==> src/rtl/uart_pkg.sv <==
`default_nettype none
// ============================================================================
//  Module      : uart_pkg
//  Description : Shared constants, FSM state encodings and helper function
//                for the 8N1 UART transceiver.
//  Revision    : 1.0 - initial release
// ============================================================================
package uart_pkg;

    // Frame geometry
    localparam int DATA_BITS = 8;
    localparam int BIT_CNT_W = $clog2(DATA_BITS);
    localparam logic [BIT_CNT_W-1:0] LAST_BIT = BIT_CNT_W'(DATA_BITS - 1);

    // Transmitter states
    localparam logic [1:0] TX_IDLE  = 2'd0;
    localparam logic [1:0] TX_START = 2'd1;
    localparam logic [1:0] TX_DATA  = 2'd2;
    localparam logic [1:0] TX_STOP  = 2'd3;

    // Receiver states
    localparam logic [1:0] RX_IDLE  = 2'd0;
    localparam logic [1:0] RX_START = 2'd1;
    localparam logic [1:0] RX_DATA  = 2'd2;
    localparam logic [1:0] RX_STOP  = 2'd3;

    // Width of a counter that must hold values 0 .. clks-1
    function automatic int cnt_width(input int clks);
        return (clks < 2) ? 1 : $clog2(clks);
    endfunction

endpackage : uart_pkg
`default_nettype wire

==> src/rtl/uart_bit_timer.sv <==
`default_nettype none
// ============================================================================
//  Module      : uart_bit_timer
//  Description : Reloadable bit-period down counter. start_i loads a full bit
//                period; while en_i is high the counter runs and reloads
//                itself at zero, so it tiles consecutive bit periods with no
//                gap. mid_o fires CLKS_PER_BIT/2 cycles after each (re)load,
//                done_o fires on the last cycle of each bit period.
//  Revision    : 1.0 - initial release
// ============================================================================
module uart_bit_timer #(
    parameter int CLKS_PER_BIT = 434
) (
    input  logic clk_bus,
    input  logic rst,
    input  logic start_i,
    input  logic en_i,
    output logic mid_o,
    output logic done_o
);
    import uart_pkg::*;

    localparam int CNT_W = cnt_width(CLKS_PER_BIT);
    // Count runs LOAD_VAL .. 0, so the value k cycles after a load is
    // CLKS_PER_BIT-k; the mid strobe therefore sits at CLKS_PER_BIT - N/2.
    localparam logic [CNT_W-1:0] LOAD_VAL = CNT_W'(CLKS_PER_BIT - 1);
    localparam logic [CNT_W-1:0] MID_VAL  = CNT_W'(CLKS_PER_BIT - CLKS_PER_BIT / 2);

    logic [CNT_W-1:0] cnt_q;
    logic [CNT_W-1:0] cnt_d;

    // Next count: explicit load wins, otherwise count down with auto-reload
    always_comb begin
        cnt_d = cnt_q;
        if (start_i) begin
            cnt_d = LOAD_VAL;
        end else if (en_i) begin
            if (cnt_q == '0) begin
                cnt_d = LOAD_VAL;
            end else begin
                cnt_d = cnt_q - CNT_W'(1);
            end
        end
    end

    // Counter register
    always_ff @(posedge clk_bus) begin
        if (rst) begin
            cnt_q <= '0;
        end else begin
            cnt_q <= cnt_d;
        end
    end

    assign mid_o  = en_i && (cnt_q == MID_VAL);
    assign done_o = en_i && (cnt_q == '0);

endmodule : uart_bit_timer
`default_nettype wire

==> src/rtl/uart_txrx.sv <==
`default_nettype none
// ============================================================================
//  Module      : uart_txrx
//  Description : Single-clock 8N1 UART transceiver. Independent transmitter
//                (request/idle handshake) and receiver (2-flop synchronizer,
//                mid-bit sampling, sticky data-available flag with clear).
//  Revision    : 1.0 - initial release
// ============================================================================
module uart_txrx #(
    parameter int CLKS_PER_BIT = 434
) (
    input  logic       clk_bus,
    input  logic       rst,
    input  logic       tx_request,
    input  logic [7:0] data,
    output logic       idle,
    output logic       txd,
    input  logic       rxd_in,
    output logic [7:0] rx_data,
    output logic       data_available,
    input  logic       clear
);
    import uart_pkg::*;

    // ------------------------------------------------------------------
    // Transmitter
    // ------------------------------------------------------------------
    logic [1:0]           tx_state_q, tx_state_d;
    logic [DATA_BITS-1:0] tx_shift_q, tx_shift_d;
    logic [BIT_CNT_W-1:0] tx_bit_q,   tx_bit_d;
    logic                 txd_q,      txd_d;
    logic                 w_tx_accept;
    logic                 w_tx_done;
    logic                 w_unused_tx_mid;

    assign w_tx_accept = (tx_state_q == TX_IDLE) && tx_request;

    uart_bit_timer #(
        .CLKS_PER_BIT (CLKS_PER_BIT)
    ) u_tx_timer (
        .clk_bus (clk_bus),
        .rst     (rst),
        .start_i (w_tx_accept),
        .en_i    (tx_state_q != TX_IDLE),
        .mid_o   (w_unused_tx_mid),
        .done_o  (w_tx_done)
    );

    // TX next state: advance one bit at every end-of-bit strobe
    always_comb begin
        tx_state_d = tx_state_q;
        tx_shift_d = tx_shift_q;
        tx_bit_d   = tx_bit_q;
        txd_d      = txd_q;
        case (tx_state_q)
            TX_IDLE: begin
                if (tx_request) begin
                    tx_state_d = TX_START;
                    tx_shift_d = data;
                    txd_d      = 1'b0;
                end
            end
            TX_START: begin
                if (w_tx_done) begin
                    tx_state_d = TX_DATA;
                    txd_d      = tx_shift_q[0];
                    tx_shift_d = {1'b0, tx_shift_q[DATA_BITS-1:1]};
                    tx_bit_d   = '0;
                end
            end
            TX_DATA: begin
                if (w_tx_done) begin
                    if (tx_bit_q == LAST_BIT) begin
                        tx_state_d = TX_STOP;
                        txd_d      = 1'b1;
                    end else begin
                        txd_d      = tx_shift_q[0];
                        tx_shift_d = {1'b0, tx_shift_q[DATA_BITS-1:1]};
                        tx_bit_d   = tx_bit_q + BIT_CNT_W'(1);
                    end
                end
            end
            TX_STOP: begin
                if (w_tx_done) begin
                    tx_state_d = TX_IDLE;
                end
            end
            default: begin
                tx_state_d = TX_IDLE;
                txd_d      = 1'b1;
            end
        endcase
    end

    // TX registers; txd is registered so the line never glitches
    always_ff @(posedge clk_bus) begin
        if (rst) begin
            tx_state_q <= TX_IDLE;
            tx_shift_q <= '0;
            tx_bit_q   <= '0;
            txd_q      <= 1'b1;
        end else begin
            tx_state_q <= tx_state_d;
            tx_shift_q <= tx_shift_d;
            tx_bit_q   <= tx_bit_d;
            txd_q      <= txd_d;
        end
    end

    assign txd  = txd_q;
    assign idle = (tx_state_q == TX_IDLE);

    // ------------------------------------------------------------------
    // Receiver
    // ------------------------------------------------------------------
    logic                 rx_sync1_q, rx_sync2_q, rx_prev_q;
    logic                 w_rx_fall;
    logic [1:0]           rx_state_q, rx_state_d;
    logic [DATA_BITS-1:0] rx_shift_q, rx_shift_d;
    logic [BIT_CNT_W-1:0] rx_bit_q,   rx_bit_d;
    logic [7:0]           rx_data_q,  rx_data_d;
    logic                 avail_q,    avail_d;
    logic                 w_rx_set;
    logic                 w_rx_mid;
    logic                 w_unused_rx_done;

    // Two-flop synchronizer plus one history flop for edge detection;
    // all reset to the idle-high line level so reset creates no false start
    always_ff @(posedge clk_bus) begin
        if (rst) begin
            rx_sync1_q <= 1'b1;
            rx_sync2_q <= 1'b1;
            rx_prev_q  <= 1'b1;
        end else begin
            rx_sync1_q <= rxd_in;
            rx_sync2_q <= rx_sync1_q;
            rx_prev_q  <= rx_sync2_q;
        end
    end

    assign w_rx_fall = rx_prev_q && !rx_sync2_q;

    uart_bit_timer #(
        .CLKS_PER_BIT (CLKS_PER_BIT)
    ) u_rx_timer (
        .clk_bus (clk_bus),
        .rst     (rst),
        .start_i ((rx_state_q == RX_IDLE) && w_rx_fall),
        .en_i    (rx_state_q != RX_IDLE),
        .mid_o   (w_rx_mid),
        .done_o  (w_unused_rx_done)
    );

    // RX next state: all decisions taken on the mid-bit strobe
    always_comb begin
        rx_state_d = rx_state_q;
        rx_shift_d = rx_shift_q;
        rx_bit_d   = rx_bit_q;
        rx_data_d  = rx_data_q;
        w_rx_set   = 1'b0;
        case (rx_state_q)
            RX_IDLE: begin
                if (w_rx_fall) begin
                    rx_state_d = RX_START;
                end
            end
            RX_START: begin
                if (w_rx_mid) begin
                    if (rx_sync2_q) begin
                        rx_state_d = RX_IDLE;   // glitch, not a start bit
                    end else begin
                        rx_state_d = RX_DATA;
                        rx_bit_d   = '0;
                    end
                end
            end
            RX_DATA: begin
                if (w_rx_mid) begin
                    rx_shift_d = {rx_sync2_q, rx_shift_q[DATA_BITS-1:1]};
                    if (rx_bit_q == LAST_BIT) begin
                        rx_state_d = RX_STOP;
                    end else begin
                        rx_bit_d = rx_bit_q + BIT_CNT_W'(1);
                    end
                end
            end
            RX_STOP: begin
                if (w_rx_mid) begin
                    // Leave right after the stop sample so the next start
                    // edge is caught; a low stop bit drops the byte silently
                    rx_state_d = RX_IDLE;
                    if (rx_sync2_q) begin
                        rx_data_d = rx_shift_q;
                        w_rx_set  = 1'b1;
                    end
                end
            end
            default: begin
                rx_state_d = RX_IDLE;
            end
        endcase
    end

    // A new byte takes priority over a simultaneous clear
    assign avail_d = w_rx_set || (avail_q && !clear);

    // RX registers
    always_ff @(posedge clk_bus) begin
        if (rst) begin
            rx_state_q <= RX_IDLE;
            rx_shift_q <= '0;
            rx_bit_q   <= '0;
            rx_data_q  <= '0;
            avail_q    <= 1'b0;
        end else begin
            rx_state_q <= rx_state_d;
            rx_shift_q <= rx_shift_d;
            rx_bit_q   <= rx_bit_d;
            rx_data_q  <= rx_data_d;
            avail_q    <= avail_d;
        end
    end

    assign rx_data        = rx_data_q;
    assign data_available = avail_q;

endmodule : uart_txrx
`default_nettype wire

==> config.mk <==
export PLATFORM = sky130hd
export DESIGN_NAME = uart_txrx
export DESIGN_NICKNAME = d
export VERILOG_FILES = /design/src/rtl/uart_pkg.sv /design/src/rtl/uart_bit_timer.sv /design/src/rtl/uart_txrx.sv
export SDC_FILE = /design/constraint.sdc
export NUM_CORES = 1
export LEC_CHECK = 0
export BUFFER_PORTS_ARGS = -buffer_cell sky130_fd_sc_hd__buf_2
export CAP_MARGIN = 40
export CORE_MARGIN = 3
export CORE_UTILIZATION = 50
export CTS_CLUSTER_DIAMETER = 30
export DETAILED_ROUTE_END_ITERATION = 10
export GPL_ROUTABILITY_DRIVEN = 1
export PLACE_DENSITY_LB_ADDON = 0.15
export SETUP_SLACK_MARGIN = 0.4
export SYNTH_ARGS = -nofsm -noshare
export SYNTH_HDL_FRONTEND = slang
export SYNTH_SLANG_ARGS = --single-unit
==> constraint.sdc <==
create_clock -name clk_bus -period 1.7 [get_ports clk_bus]
set_input_delay 0.085 -clock clk_bus [delete_from_list [all_inputs] [get_ports clk_bus]]
set_output_delay 0.085 -clock clk_bus [all_outputs]
set_load 0.01 [all_outputs]
==> Word level (Yosys, flattened, before mapping) <==
Index checks and enable logic that the tools add are counted.
{ "totals": {"in_bits": 13, "register_bits": 57, "word_cells": 113} }
{ "op_classes": {"mux": 41, "reduce_logical": 30, "n_addsub": 4, "eq_ne": 22} }
{ "op_table": {"columns": ["op", "count"], "rows": [
  ["two-way mux 9 bit", 6],
  ["two-way mux 8 bit", 4],
  ["one-hot mux 8 bit (3 select lines)", 1],
  ["two-way mux 2 bit", 11],
  ["two-way mux 3 bit", 7],
  ["AND reduction 5 bit", 4],
  ["zero test 9 bit", 2],
  ["subtractor 9 x 1 -> 9 bit, second input constant", 2],
  ["one-hot mux 2 bit (4 select lines)", 2],
  ["!= test 2 bit, second input constant", 7],
  ["!= test 2 x 1 -> 1 bit, second input constant", 6],
  ["one-hot mux 3 bit (2 select lines)", 2],
  ["nonzero test 2 bit", 6],
  ["== test 9 x 8 -> 1 bit, second input constant", 1],
  ["== test 2 bit, second input constant", 4],
  ["AND reduction 4 bit", 2],
  ["two-way mux 1 bit", 7],
  ["adder 3 x 1 -> 3 bit, second input constant", 2],
  ["== test 3 bit, second input constant", 2],
  ["logical AND 1 bit", 6],
  ["== test 2 x 1 -> 1 bit, second input constant", 2],
  ["zero test 2 bit", 2],
  ["OR reduction 2 bit", 2],
  ["one-hot mux 1 bit (3 select lines)", 1],
  ["5 further kinds", 6]
]} }

==> Logic depth before layout (Yosys ltp) <==
{ "logic_depth": {"word_depth": 5, "ltp_mapped": 7, "mapped_depth_nobuf": 6} }

==> Hierarchy <==
Synthesis repeated with hierarchy kept, for this count alone.
{ "unflattened": {"hier_cells": 327, "hier_area_um2": 2952.8} }
{ "by_module_without_submodules": {"columns": ["module", "instances", "area_per_inst_um2", "seq_area_each_um2", "cells_each"], "rows": [
  ["uart_txrx", 1, 1856.8, 780.7, 201],
  ["uart_bit_timer", 2, 548.0, 180.2, 63]
]} }

==> Worst setup path after synthesis <==
OpenSTA, ideal clock, no wires.
{ "synth_timing": {"kind": "register -> register", "start": "register tx_state_q[0]", "end": "register tx_shift_q[0]", "slack_ps": -279, "synth_period_minus_slack_ps": 1979, "t_required_ps": 1567, "stages_incl_launch_ff": 8, "arrival_ps": 1846, "cell_sequence": "dfxtp_1 -> inv_1 -> ha_1 -> nor4_1 -> o2111ai_1 -> clkbuf_1 -> a221oi_1 -> nor3_1"} }
{ "synth_via": {"word_cells_on_any_way": 12, "cone_classes": "6 x eq/ne; 1 x mux; 5 x reduce/logical"} }
{ "synth_lines": {"columns": ["item", "line_no", "text"], "rows": [
  ["start: declaration", "uart_txrx.sv:28", "logic [1:0] tx_state_q, tx_state_d;"],
  ["start signal: assignment", "uart_txrx.sv:103", "tx_state_q <= tx_state_d;"],
  ["zero test 2 bit *", null, null],
  ["via idle", "uart_txrx.sv:16", "output logic idle,"],
  ["!= test 2 bit (no line) or nonzero test 3 bit (tied branches)", null, null],
  ["AND reduction 5 bit (no line)", null, null],
  ["end signal: assignment", "uart_txrx.sv:104", "tx_shift_q <= tx_shift_d;"],
  ["end: declaration", "uart_txrx.sv:29", "logic [DATA_BITS-1:0] tx_shift_q, tx_shift_d;"]
]} }
The timed path passes the listed nets; every way through them passes the cells marked *.
A chain may end at the register's enable or synchronous reset.

==> Final worst setup path <==
{ "layout_timing": {"start": "register u_rx_timer.cnt_q[4]", "end": "register u_rx_timer.cnt_q[2]"} }
{ "layout_via": {"elab_chain_len": 2} }
{ "layout_lines": {"columns": ["item", "line_no", "text"], "rows": [
  ["start: declaration", "uart_bit_timer.sv:29", "logic [CNT_W-1:0] cnt_q;"],
  ["start signal: assignment", "uart_bit_timer.sv:51", "cnt_q <= cnt_d;"],
  ["zero test 9 bit", null, null],
  ["two-way mux 9 bit", "uart_bit_timer.sv:38", "if (cnt_q == '0) begin"]
]} }
No other way between the ends.

==> metrics.md <==
| Metric | Value |
|---|---|
| Setup crit end kind | register |
| Final WS setup | -0.0590 ns |
| GRT Total Usage | 0.251 |
| Crit path max-delay cell type | or4_4 |
| P_int | 3.92 mW |
| Starting density of the core | 0.525 |
| Initial antenna violation count | 0 |
| Post-DR vias/cell | 5.85 |
| Largest stage delay on the critical path | 0.57 ns |
| Mapped cell area | 0.00271 mm^2 |
| Area share of fa/ha/maj cells after synthesis | 0.0599 |
| Synth area leader | dfxtp_1 |
| TritonCTS clock tree | yes |
| Synth cell types | 51 |
| Psw | 2.39 mW |
| Die extent in x | 79.7 um |
| LEAKAGE | 1.72 nW |
| Yosys warns | 0 |
| FF-to-FF End | u_rx_timer.cnt_q[2] |
| Die height | 79.7 um |
| Ant diodes | 0 |
| R2R Setup Slk | -0.06 ns |
| Post-synth EDFFs | 0 |
| Crit path depth | 4 |
| Synthesized net count | 324 |
| Final setup TNS | -0.112 ns |
| DRT iter0 DRCs | 181 |
| Xor/xnor share of the synthesized area | 0.0258 |
| Most common cell after layout, fill and taps aside | dfxtp_1 |
| Clock power frac | 0.232 |
| Clk_lat worst skew | 0.35 ns |
| Worst hold-check path type | primary input to register |
| Multiplexer share of the synthesized area | 0.0705 |
| RSZ-0062 raised after global routing | yes |
| Sw Ratio | 0.379 |
| CTS Sinks | 57 |
| Synth area leaders | dfxtp_1 (42%), mux2i_1 (6.6%), ha_1 (6.0%) |
| Worst EP required | 1.91 ns |
| Yosys top cell area share | 0.420 |
| Worst reg2reg path depth | 4 |
| Setup Crit Path Kind | register to register |
| CP Capture Point | u_rx_timer.cnt_q[2] |
| Largest family of logic cells by synthesized area | simple AND/OR/NAND/NOR gates |
| Syn-to-layout area delta | 55.6% |
| Non-filler instance count after layout | 451 |
| Final Cycle Share | 1.03 |
| Worst EP arrival | 1.97 ns |
| Post-detail-place hpwl | 4.32 mm |
| IR drop worst, VDD | 0.00110 V |
| Combinational share of power | 0.475 |
| WHS | 0.113 ns |
| Sequential element share of the synthesized area | 0.420 |
| Gpl congestion | 0.864 |
| Via count | 2637 |
| CTS root buffer | clkbuf_8 |
| Cell Rows | 26 |
| Worst Max-Slew Pin Slew | 0.431 ns |
| Final WL | 7.84 mm |
| Core Box Area | 0.00517 mm^2 |
| Synth Register Bits | 57 |
| Final net count | 402 |
| Max Fclk | 0.569 GHz |
| Final Slew Violations | 0 |
| H-tree depth | 3 |
| Residual DRC | 0 |
| Post-synth top flop | dfxtp_1 |
| Largest net degree at the start of global routing | 22 |
| Simple-gate area share of the yosys netlist | 0.248 |
| Vias in the first global route | 2615 |
| Die ar. | 0.00635 mm^2 |
| DR pass1 iterations | 4 |
| Dpl cells | 405 |
| Failing checks | setup timing |
| PD cells | 1490 mW/mm^2 |
| CP startpoint | u_rx_timer.cnt_q[4] |
| Synth Area in Compound Gates | 0.144 |
| Status | finished, violations left |
| Fillers | 303 |
| Max_cap viols | 0 |
| Most frequent cells in the layout | dfxtp_1 (48), nor2_1 (35), buf_4 (30) |
| Synth Instances | 298 |
| Final hold violations | 0 |
| Clock Path Buffers | 2 |
| Buffers plus inverters on the worst setup path | 0 |
| Share of layout cells above drive strength 1 | 0.512 |
| Worst-path cell chain | or4_4 > o31a_1 > a21oi_1 > a311oi_2 |
| Clk_skew | 0.00836 ns |
| Flop pwr share | 0.293 |
| Syn Area/Cell | 9.11 um^2 |
| Async S/R FF share, synth | 0 |
| Relative slew slack | 0.712 |
| Crit path max fanout | 5 |
| Crit start category | register |
| First-pass GRT wire length | 12.4 mm |
| CP delay by family, top | compound AO/OA/AOI/OAI gates |
| Ports | 24 |
| Total CTS buffers | 9 |
| Wire length per cell | 17.4 um |
| Fin crit period | 1.76 ns |
| CTS clock-pin slew for the worst setup and hold paths | 0.08 ns |
| R2r startpoint | u_rx_timer.cnt_q[4] |
| Congestion Overflow GR | 0 |
| Antenna-violating nets left | 0 |
| Final setup violating endpoints | 3 |
| Port buffer count | 23 |
==> synth_stat cells, types with 2 or more instances <==
library cell	n
nor2_1	39
o21a_1	2
a21o_1	2
o21ai_0	8
a22o_1	2
a21oi_1	14
nor3b_1	3
buf_2	2
a211oi_1	5
or3_1	3
dfxtp_1	57
clkbuf_1	11
xnor2_1	3
a221oi_1	7
a22oi_1	2
a311oi_1	2
ha_1	13
nand2_1	6
and3_1	3
nor3_1	24
and4b_1	4
nor4_1	2
nor2b_1	14
nand3_1	7
mux2i_1	18
and2_1	2
inv_1	8
or2_2	4
nand2b_1	3
xor2_1	5
nand4_1	3
==> registers in the layout, indices dropped and copies added (netlist names), named ones only <==
signal and flops:
tx_state_q 2, u_rx_timer.cnt_q 9, rx_bit_q 3, rx_prev_q 1, tx_shift_q 8, rx_data 8, rx_shift_q 8, data_available 1
rx_sync1_q 1, tx_bit_q 3, rx_state_q 1, rx_sync2_q 1, txd 1, u_tx_timer.cnt_q 9
==> timing repair <==
item,CTS,global route
resized for setup,48,45
hold buffers,2,0
endpoints found under the hold margin,2,0
cloned,0,0
pin swaps,34,24
endpoints found under the setup margin,55,55
buffers inserted,21,7
==> kinds of logic (layout without fill, tap and decap cells) <==
logic type               count (synthesis)  in the layout
multiplexers                            19             19
adder cells (fa/ha/maj)                 13             13
flip-flops                              57             57
AO/OA/AOI/OAI                           54             54
AND/OR/NAND/NOR                        125            125
buffers and inverters                   22            105
XOR/XNOR                                 8              8
==> through the flow <==
step | setup slack (ns) | util | area, um^2 | power [mW]
after floorplan | 0.0523 | - | 3010 | 3.24
after global placement | 0.0361 | 0.647 | 3340 | 3.68
after detailed placement | -0.0102 | 0.647 | 3340 | 3.73
after CTS | 0.00741 | 0.764 | 3950 | 5.82
after global routing | -0.0992 | 0.817 | 4220 | 6.64
final | -0.0590 | 0.817 | 4220 | 6.31
==> per-layer routing <==
metal  share of wire  global-route usage  vias to the layer above
met1            0.43               0.311                     1304
met2            0.50               0.420                       72
met5               0                   0                        -
met4           0.020               0.110                        0
met3           0.047              0.0519                       14
li1                -                   -                     1247
==> power by group through the flow <==
stage	Sequential [mW]	Combinational, mW	Clock, mW
2_1_floorplan	1.83	1.41	0
3_3_place_gp	1.83	1.85	0
3_5_place_dp	1.84	1.90	0
4_1_cts	1.82	2.53	1.47
5_1_grt	1.87	3.23	1.55
6_report	1.85	3.00	1.47
==> worst reg2reg max path: stages, from the launching register on <==
cell	delay, ns
dfxtp_2	0.33
or4_4	0.57
o31a_1	0.37
a21oi_1	0.27
a311oi_2	0.09
==> worst min-delay path by stage <==
stage / from / endpoint / slack [ns] / cells after the start
after floorplan: rxd_in / rx_sync1_q / 0.19 / 1
after global placement: rxd_in / rx_sync1_q / 0.27 / 2
after detailed placement: rxd_in / rx_sync1_q / 0.28 / 2
after CTS: data[7] / tx_shift_q[7] / 0.1 / 4
after global routing: data[7] / tx_shift_q[7] / 0.12 / 4
final: data[7] / tx_shift_q[7] / 0.11 / 4
==> final cells by class <==
type | instances | area (um^2) | share of cell area
repair buffers | 81 | 681 | 0.161
clock buffers | 9 | 124 | 0.0293
inverters | 8 | 42.5 | 0.0101
flip-flops and latches | 57 | 1160 | 0.275
well taps | 70 | 87.6 | 0.0207
multi-input cells | 219 | 2030 | 0.480
clock inverters | 7 | 100 | 0.0237
No activity file was read; power rests on OpenSTA's default activity.
